`config.mk`:
```
export PLATFORM = sky130hd
export DESIGN_NAME = ifu_fetch_flat
export DESIGN_NICKNAME = d
export VERILOG_FILES = /design/src/rtl/ifu_fetch_if.sv /design/src/rtl/ifu_fetch.sv /design/src/flat_wrapper.sv
export SDC_FILE = /design/constraint.sdc
export NUM_CORES = 1
export LEC_CHECK = 0
export ABC_CLOCK_PERIOD_IN_PS = 2100
export BUFFER_PORTS_ARGS = -buffer_cell sky130_fd_sc_hd__buf_2
export CORE_MARGIN = 2
export CORE_UTILIZATION = 45
export DETAILED_ROUTE_END_ITERATION = 8
export PLACE_DENSITY = 0.88
export SYNTH_ARGS = -nofsm -noshare
export SYNTH_HDL_FRONTEND = slang
export SYNTH_SLANG_ARGS = --single-unit
```
`constraint.sdc`:
```
create_clock -name clk -period 2.1 [get_ports clk]
set_input_delay 0.21 -clock clk [delete_from_list [all_inputs] [get_ports clk]]
set_output_delay 0.21 -clock clk [all_outputs]
set_load 0.05 [all_outputs]
```
`src/rtl/ifu_fetch_if.sv`:
```
// Instruction-memory read bus between the fetch unit (master) and memory (slave).
// One read address channel and one read data channel, AXI-lite style.
interface ifu_fetch_if;
   logic [31:0] araddr;
   logic        arvalid;
   logic        arready;
   logic [31:0] rdata;
   logic [1:0]  rresp;
   logic        rvalid;
   logic        rready;

   modport master (
      output araddr, arvalid, rready,
      input  arready, rdata, rresp, rvalid
   );

   modport slave (
      input  araddr, arvalid, rready,
      output arready, rdata, rresp, rvalid
   );
endinterface

```
`src/rtl/ifu_fetch.sv`:
```
// Instruction fetch unit: samples the next PC, issues one instruction-memory read and hands the
// word, its PC and any fault to decode over valid/ready. Supports flush and read timeouts.
module ifu_fetch #(
   parameter int unsigned TIMEOUT  = 64,
   parameter logic [31:0] NOP_INST = 32'h0000_0013
) (
   input  logic        clk,
   input  logic        rst_n,
   input  logic [31:0] pc,
   input  logic        flush,
   ifu_fetch_if.master bus,
   output logic [31:0] inst,
   output logic [31:0] inst_pc,
   output logic        inst_valid,
   input  logic        inst_ready,
   output logic [1:0]  inst_fault
);

   localparam int unsigned CntW = ($clog2(TIMEOUT) > 6) ? $clog2(TIMEOUT) : 6;
   localparam logic [CntW-1:0] CntLast = CntW'(TIMEOUT - 1);

   localparam logic [1:0] FaultNone     = 2'd0;
   localparam logic [1:0] FaultMisalign = 2'd1;
   localparam logic [1:0] FaultBus      = 2'd2;
   localparam logic [1:0] FaultTimeout  = 2'd3;

   localparam logic [2:0] StIdle  = 3'd0;
   localparam logic [2:0] StAddr  = 3'd1;
   localparam logic [2:0] StData  = 3'd2;
   localparam logic [2:0] StOut   = 3'd3;
   localparam logic [2:0] StDrain = 3'd4;

   logic [2:0]      state_q, state_d;
   logic [31:0]     araddr_q, araddr_d;
   logic [31:0]     inst_q, inst_d;
   logic [31:0]     inst_pc_q, inst_pc_d;
   logic [1:0]      fault_q, fault_d;
   logic [CntW-1:0] cnt_q, cnt_d, cnt_inc;
   logic            hung_q, hung_d;
   logic            drop_q, drop_d;

   assign cnt_inc = (cnt_q == '1) ? cnt_q : cnt_q + CntW'(1);

   always_comb begin
      state_d   = state_q;
      araddr_d  = araddr_q;
      inst_d    = inst_q;
      inst_pc_d = inst_pc_q;
      fault_d   = fault_q;
      cnt_d     = cnt_q;
      hung_d    = hung_q;
      drop_d    = drop_q;

      case (state_q)
         StIdle: begin
            if (!flush) begin
               inst_pc_d = pc;
               if (pc[1:0] != 2'b00) begin
                  inst_d  = NOP_INST;
                  fault_d = FaultMisalign;
                  state_d = StOut;
               end else begin
                  araddr_d = pc;
                  state_d  = StAddr;
               end
            end
         end
         StAddr: begin
            // arvalid cannot be withdrawn, so a flush here only marks the response for discard
            if (flush) drop_d = 1'b1;
            if (bus.arready) begin
               cnt_d   = '0;
               drop_d  = 1'b0;
               state_d = (drop_q || flush) ? StDrain : StData;
            end
         end
         StData: begin
            if (flush) begin
               cnt_d   = '0;
               state_d = bus.rvalid ? StIdle : StDrain;
            end else if (bus.rvalid) begin
               if (bus.rresp == 2'b00) begin
                  inst_d  = bus.rdata;
                  fault_d = FaultNone;
               end else begin
                  inst_d  = NOP_INST;
                  fault_d = FaultBus;
               end
               state_d = StOut;
            end else if (cnt_q == CntLast) begin
               inst_d  = NOP_INST;
               fault_d = FaultTimeout;
               hung_d  = 1'b1;
               state_d = StOut;
            end else begin
               cnt_d = cnt_inc;
            end
         end
         StOut: begin
            if (flush || inst_ready) begin
               // A timed-out read may still answer later; soak it up before the next request
               if (hung_q) begin
                  cnt_d   = '0;
                  hung_d  = 1'b0;
                  state_d = StDrain;
               end else begin
                  state_d = StIdle;
               end
            end
         end
         StDrain: begin
            if (bus.rvalid || cnt_q == CntLast) begin
               state_d = StIdle;
            end else begin
               cnt_d = cnt_inc;
            end
         end
         default: state_d = StIdle;
      endcase
   end

   always_ff @(posedge clk) begin
      if (!rst_n) begin
         state_q   <= StIdle;
         araddr_q  <= '0;
         inst_q    <= '0;
         inst_pc_q <= '0;
         fault_q   <= FaultNone;
         cnt_q     <= '0;
         hung_q    <= 1'b0;
         drop_q    <= 1'b0;
      end else begin
         state_q   <= state_d;
         araddr_q  <= araddr_d;
         inst_q    <= inst_d;
         inst_pc_q <= inst_pc_d;
         fault_q   <= fault_d;
         cnt_q     <= cnt_d;
         hung_q    <= hung_d;
         drop_q    <= drop_d;
      end
   end

   assign bus.araddr  = araddr_q;
   assign bus.arvalid = (state_q == StAddr);
   assign bus.rready  = (state_q == StData) || (state_q == StDrain);
   assign inst        = inst_q;
   assign inst_pc     = inst_pc_q;
   assign inst_fault  = fault_q;
   assign inst_valid  = (state_q == StOut);

endmodule

```
`src/flat_wrapper.sv`:
```
// flat-port wrapper written by rule: the top's interface ports become plain ports
module ifu_fetch_flat 
#(
   parameter int unsigned TIMEOUT  = 64,
   parameter logic [31:0] NOP_INST = 32'h0000_0013
)
  (clk, rst_n, pc, flush, inst, inst_pc, inst_valid, inst_ready, inst_fault, bus_araddr, bus_arvalid, bus_rready, bus_arready, bus_rdata, bus_rresp, bus_rvalid);
  ifu_fetch_if bus_i ();
  input  logic clk;
  input  logic rst_n;
  input  logic [31:0] pc;
  input  logic flush;
  output logic [31:0] inst;
  output logic [31:0] inst_pc;
  output logic inst_valid;
  input  logic inst_ready;
  output logic [1:0] inst_fault;
  output wire logic [$bits(bus_i.araddr)-1:0] bus_araddr;
  output wire logic [$bits(bus_i.arvalid)-1:0] bus_arvalid;
  output wire logic [$bits(bus_i.rready)-1:0] bus_rready;
  input wire logic [$bits(bus_i.arready)-1:0] bus_arready;
  input wire logic [$bits(bus_i.rdata)-1:0] bus_rdata;
  input wire logic [$bits(bus_i.rresp)-1:0] bus_rresp;
  input wire logic [$bits(bus_i.rvalid)-1:0] bus_rvalid;
  assign bus_araddr = bus_i.araddr;
  assign bus_arvalid = bus_i.arvalid;
  assign bus_rready = bus_i.rready;
  assign bus_i.arready = bus_arready;
  assign bus_i.rdata = bus_rdata;
  assign bus_i.rresp = bus_rresp;
  assign bus_i.rvalid = bus_rvalid;
  ifu_fetch #(.TIMEOUT(TIMEOUT), .NOP_INST(NOP_INST)) u_core (.clk(clk), .rst_n(rst_n), .pc(pc), .flush(flush), .bus(bus_i), .inst(inst), .inst_pc(inst_pc), .inst_valid(inst_valid), .inst_ready(inst_ready), .inst_fault(inst_fault));
endmodule
```
======== After elaboration in Yosys (flattened, before gate mapping) ========
Cells that the tools add are included.
cells by class
  muxes and demuxes ....................... 42
  bitwise gates (word level) .............. 2
  $add $sub $neg .......................... 1
  reductions and logical operators ........ 18
  equality and inequality tests ........... 19
operators by type and width
  cell                 number
  $mux 32              6
  $pmux 32 s2          1
  $mux 6               8
  $mux 3               10
  $pmux 6 s4           1
  $pmux 3 s5           1
  $reduce_and 5->1     3
  $mux 2               7
  $ne 2x1->1 const B   6
  $ne 2x2->1 const B   4
  $reduce_bool 2->1    4
  $reduce_and 7->1     1
  $add 6x1->6 const B  1
  $eq 3x2->1 const B   2
  $eq 6x6->1 const B   1
  $mux 1               6
  $ne 3x3->1 const B   2
  $logic_or 1x1->1     4
  $ne 4x3->1 const B   1
  $pmux 2 s2           1
  $reduce_and 2->1     2
  $reduce_bool 4->1    1
  $eq 3x1->1 const B   1
  $eq 3x3->1 const B   1
  6 further kinds      7
storage, ports and cells
  bits of input ports ..................... 72
  logic and storage cells ................. 90
  bits in registers ....................... 109
  output and inout port bits .............. 101

======== Logic depth before layout (Yosys ltp) ========
  depth in word-level cells ............... 6
  mapped depth ............................ 7
  mapped depth without buffers ............ 6

======== Worst setup path after synthesis ========
OpenSTA, ideal clock, no wires.
  path type ............................... reg2reg
  from .................................... reg u_core.state_q[2]
  to ...................................... reg u_core.hung_q
  period minus slack after synthesis ...... 1.883 ns
  stages on the path, launching flop included .. 7
  library setup time ...................... 0.128 ns
  buffers on the path ..................... 1
  required time ........................... 1.972 ns
  path slack .............................. 0.217 ns
  data arrival time ....................... 1.756 ns
  path through ............................ dfxtp_1 > buf_2 > nand2b_1 > nor2_1 > o21ai_0 > a22oi_1 > nor2_1
on the way
  word-level cells in the longest chain between the ends .. 3
  elaborated cells between the ends (all ways) .. 9
  those cells by class .................... eq/ne (6); mux (1); reduce/logical (2)
RTL lines
  what                                                                     line                source
  start, declared                                                          ifu_fetch.sv:33     logic [2:0] state_q, state_d;
  start signal, assigned                                                   ifu_fetch.sv:124    state_q <= StIdle;
  start signal, assigned                                                   ifu_fetch.sv:133    state_q <= state_d;
  $eq 3x2->1 *                                                             --
  named net inst_valid                                                     flat_wrapper.sv:15  output logic inst_valid;
  $ne 2x1->1 (no source line) / $reduce_bool 2->1 (equally long branches)  --
  $reduce_and 5->1 (no source line)                                        --
  end signal, assigned                                                     ifu_fetch.sv:139    hung_q <= hung_d;
  end, declared                                                            ifu_fetch.sv:39     logic hung_q, hung_d;
Mark *: on every way through the listed nets, which the timed path passes. The rest lies on a longest branch.
A chain may end at the register's enable or synchronous reset.

======== Final worst setup path ========
  from .................................... reg u_core.cnt_q[0]
  to ...................................... reg u_core.cnt_q[4]
on the way
  word-level cells in the longest chain between the ends .. 6
  elaborated cells between the ends (all ways) .. 12
  those cells by class .................... add/sub (1); eq/ne (3); mux (6); reduce/logical (2)
RTL lines
  what                                              line                                                source
  start, declared                                   ifu_fetch.sv:38                                     logic [CntW-1:0] cnt_q, cnt_d, cnt_inc;
  start signal, assigned                            ifu_fetch.sv:138                                    cnt_q <= cnt_d;
  $add 6x1->6 / $eq 6x6->1 (equally long branches)  ifu_fetch.sv:42, ifu_fetch.sv:90, ifu_fetch.sv:112
  $mux 6                                            ifu_fetch.sv:42                                     assign cnt_inc = (cnt_q == '1) ? cnt_q : cnt_q + CntW'(1);
  $mux 6                                            ifu_fetch.sv:90                                     end else if (cnt_q == CntLast) begin
  $mux 6                                            ifu_fetch.sv:81                                     end else if (bus.rvalid) begin
  $mux 6                                            ifu_fetch.sv:78                                     if (flush) begin
  $pmux 6 s4                                        ifu_fetch.sv:54                                     case (state_q)
Parallel ways exist; a longest one is shown, timed or not. The select of a mux whose other input is x is not followed.

==> reports/results.tsv <==
metric	value	unit
outcome	finished clean	
whs_path_depth	2	
r2r-end	u_core.cnt_q[4]$_SDFFE_PN0P_	
avgSynthCellArea	7.96	um^2
synth-seq-cells	109	
avgViaCountPerCell	5.29	
rsz0062_at_grt	false	
rr_worst_depth	6	
synth_edf_count	0	
p_sw	1.62	mW
synthDistinctLibCells	48	
p_leak	2.39	nW
gr-total-overflow	0	
firstDrtPassIters	5	
setup_viol	0	
crit_path_end_kind	flip-flop	
grt_max_degree	64	
die_x	101	um
min_to	u_core.drop_q$_SDFFE_PN0P_	
crit_arrival	2.26	ns
ios	173	
power.density	868	nW/um^2
clkPwrFrac	28.3	%
finalClockSkew	0.0137	ns
core_area	9150	um^2
numCtsBuffers	9	
postRouteAntennaNets	0	
area_growth	28.8	%
final_core_util	59.2	%
p_sw_share	34.4	%
crit_fanout	5	
crit_type	flip-flop to flip-flop	
detail_route.wl_per_cell	13.8	um
ir_worst_vdd	0.358	mV
maxSlewViolCount	0	
dp_hpwl	8110	um
cts_root_buf	clkbuf_8	
hold_viol	0	
drc	0	
min_period	1.98	ns
antenna_found_initial	0	
rr_startpoint	u_core.cnt_q[0]$_SDFFE_PN0P_	
clk_latency	0.36	ns
fin_area	5410	um^2
synthArstFlopShare	0	%
synth_fp_nets	601	
synthFlopType	dfxtp_1	
grt_pass1_vias	4013	
clock-sinks	109	
fmax	505	MHz
clk_pin_slew	0.11	ns
rows	35	
grt_use_total	21.1	%
vias	4244	
worst_slew_pin_slew	0.580	ns
combPwrFrac	23.8	%
tritoncts	done	
place_ws	0.158	ns
synth_cells	528	
io_buffers	172	
initialDrtViolationCount	200	
p_seq_share	47.9	%
crit_required	2.38	ns
cts_max_level	3	
start_util	45.9	%
postCtsHoldBufs	0	
grt_first_pass_wirelength	17600	um
drv_cap	0	
mostFrequentLayoutCell	buf_2	
finalWorstSetupSlack	0.119	ns
whs	0.0486	ns
reg2reg_slack	0.12	ns
nets	760	
startpoint_type	flip-flop	
finalCritPeriodShare	94.3	%
final_cell_mix	buf_2 (172), nand2_1 (165), dfxtp_1 (108), a21oi_1 (72), nand3_1 (35)	
yosys_warnings	0	
place_congestion	0.966	
cts_buffer_depth	2	
design.die.area	10100	um^2
dpl-instance-area	5190	um^2
antenna_cells	0	
synth-seq-area-share	51.9	%
worstHoldStart	bus_arready	
fin_tns_setup	0	ns
slew-limit-headroom	61.3	%
finalWirelength	11100	um
hp-class	primary input to flip-flop	
chipHeight	101	um
layout-drive-gt1-share	31.6	%
p_int	3.08	mW
synth_area	4200	um^2
cells in the mapped netlist, types with 2 or more instances:
cell type    n  share of area, %
nand2_1    165                15
dfxtp_1    109                52
a21oi_1     72               8.6
nand3_1     35               4.2
o21ai_0     33               3.9
clkbuf_1    25               2.2
nor2_1      15               1.3
buf_2       11               1.3
o21ai_1      4              0.48
or4_1        4              0.71
and2_1       3              0.45
and3_1       3              0.45
nand2b_1     3              0.45
nor3b_1      3              0.54
o221a_2      3              0.80
a211oi_1     2              0.36
a22oi_1      2              0.36
buf_4        2              0.36
clkbuf_2     2              0.24
inv_1        2              0.18
nor2b_1      2              0.30
o22ai_1      2              0.30
worst max-delay path, stage by stage (launching register included):
cell and delay (ns):
dfxtp_1 0.37, ha_1 0.28, and3_1 0.24, and2_1 0.20, o21ai_0 0.38, a41oi_1 0.19, a211oi_1 0.25
cell type report:
cell class	instances	area (um^2)
Inverter	3	11.3
Tap cell	111	139
Multi-Input combinational cell	375	1850
Sequential cell	109	2180
Clock inverter	7	91.3
Fill cell	801	3740
Clock buffer	9	124
Timing Repair Buffer	189	1010
kinds of logic after synthesis:
logic type	synth area share [%]
buffers and inverters	4.67
DFF	51.9
muxes	0.238
adders and majority gates	0.298
and+or+nand+nor	24.6
AOI/OAI and AO/OA	18.3
power by group through the flow:
| stage | combinational (mW) | clock, mW | sequential [mW] |
|---|---|---|---|
| global route | 1.21 | 1.43 | 2.27 |
| CTS | 1.12 | 1.36 | 2.25 |
| floorplan | 0.477 | 0 | 2.62 |
| finish | 1.12 | 1.33 | 2.25 |
| detailed placement | 1.12 | 0 | 2.30 |
| global placement | 1.10 | 0 | 2.29 |
stage by stage:
step,instances,total power [mW]
final,803,4.70
after global routing,803,4.91
after CTS,803,4.73
after detailed placement,787,3.42
after global placement,787,3.39
after floorplan,528,3.09
per-layer routing:
layer | GRT usage (%) | wire length (um) | vias to the layer above | part of all wire [%]
met1 | 24.8 | 4590 | 1937 | 41
met3 | 4.72 | 914 | 14 | 8.2
met5 | 0 | 0 | - | 0
li1 | - | - | 2104 | -
met4 | 7.80 | 132 | 0 | 1.2
met2 | 37.5 | 5480 | 189 | 49
worst max path at each step:
stage	startpoint	endpoint	slack (ns)	cells past startpoint
detailed placement	u_core.cnt_q[0]$_SDFFE_PN0P_	u_core.cnt_q[4]$_SDFFE_PN0P_	0.16	6
global route	u_core.cnt_q[0]$_SDFFE_PN0P_	u_core.cnt_q[5]$_SDFFE_PN0P_	0.02	6
floorplan	u_core.state_q[2]$_SDFFE_PN0P_	u_core.hung_q$_SDFFE_PN0P_	0.22	6
finish	u_core.cnt_q[0]$_SDFFE_PN0P_	u_core.cnt_q[4]$_SDFFE_PN0P_	0.12	6
CTS	u_core.cnt_q[0]$_SDFFE_PN0P_	u_core.cnt_q[4]$_SDFFE_PN0P_	0.13	6
global placement	u_core.cnt_q[0]$_SDFFE_PN0P_	u_core.state_q[1]$_SDFFE_PN0P_	0.25	6
flip-flops by register name (all words and copies together) (netlist names):
signal             cells
u_core.drop_q          1
u_core.inst_pc        32
u_core.inst           32
u_core.cnt_q           6
u_core.bus.araddr     32
u_core.state_q         3
u_core.hung_q          1
u_core.inst_fault      2
what timing repair did:
action                     CTS  global route
resized for setup            0             2
setup endpoints to repair    0             2
setup buffers                0             0
Note: power is estimated with default switching activity, not from simulation.
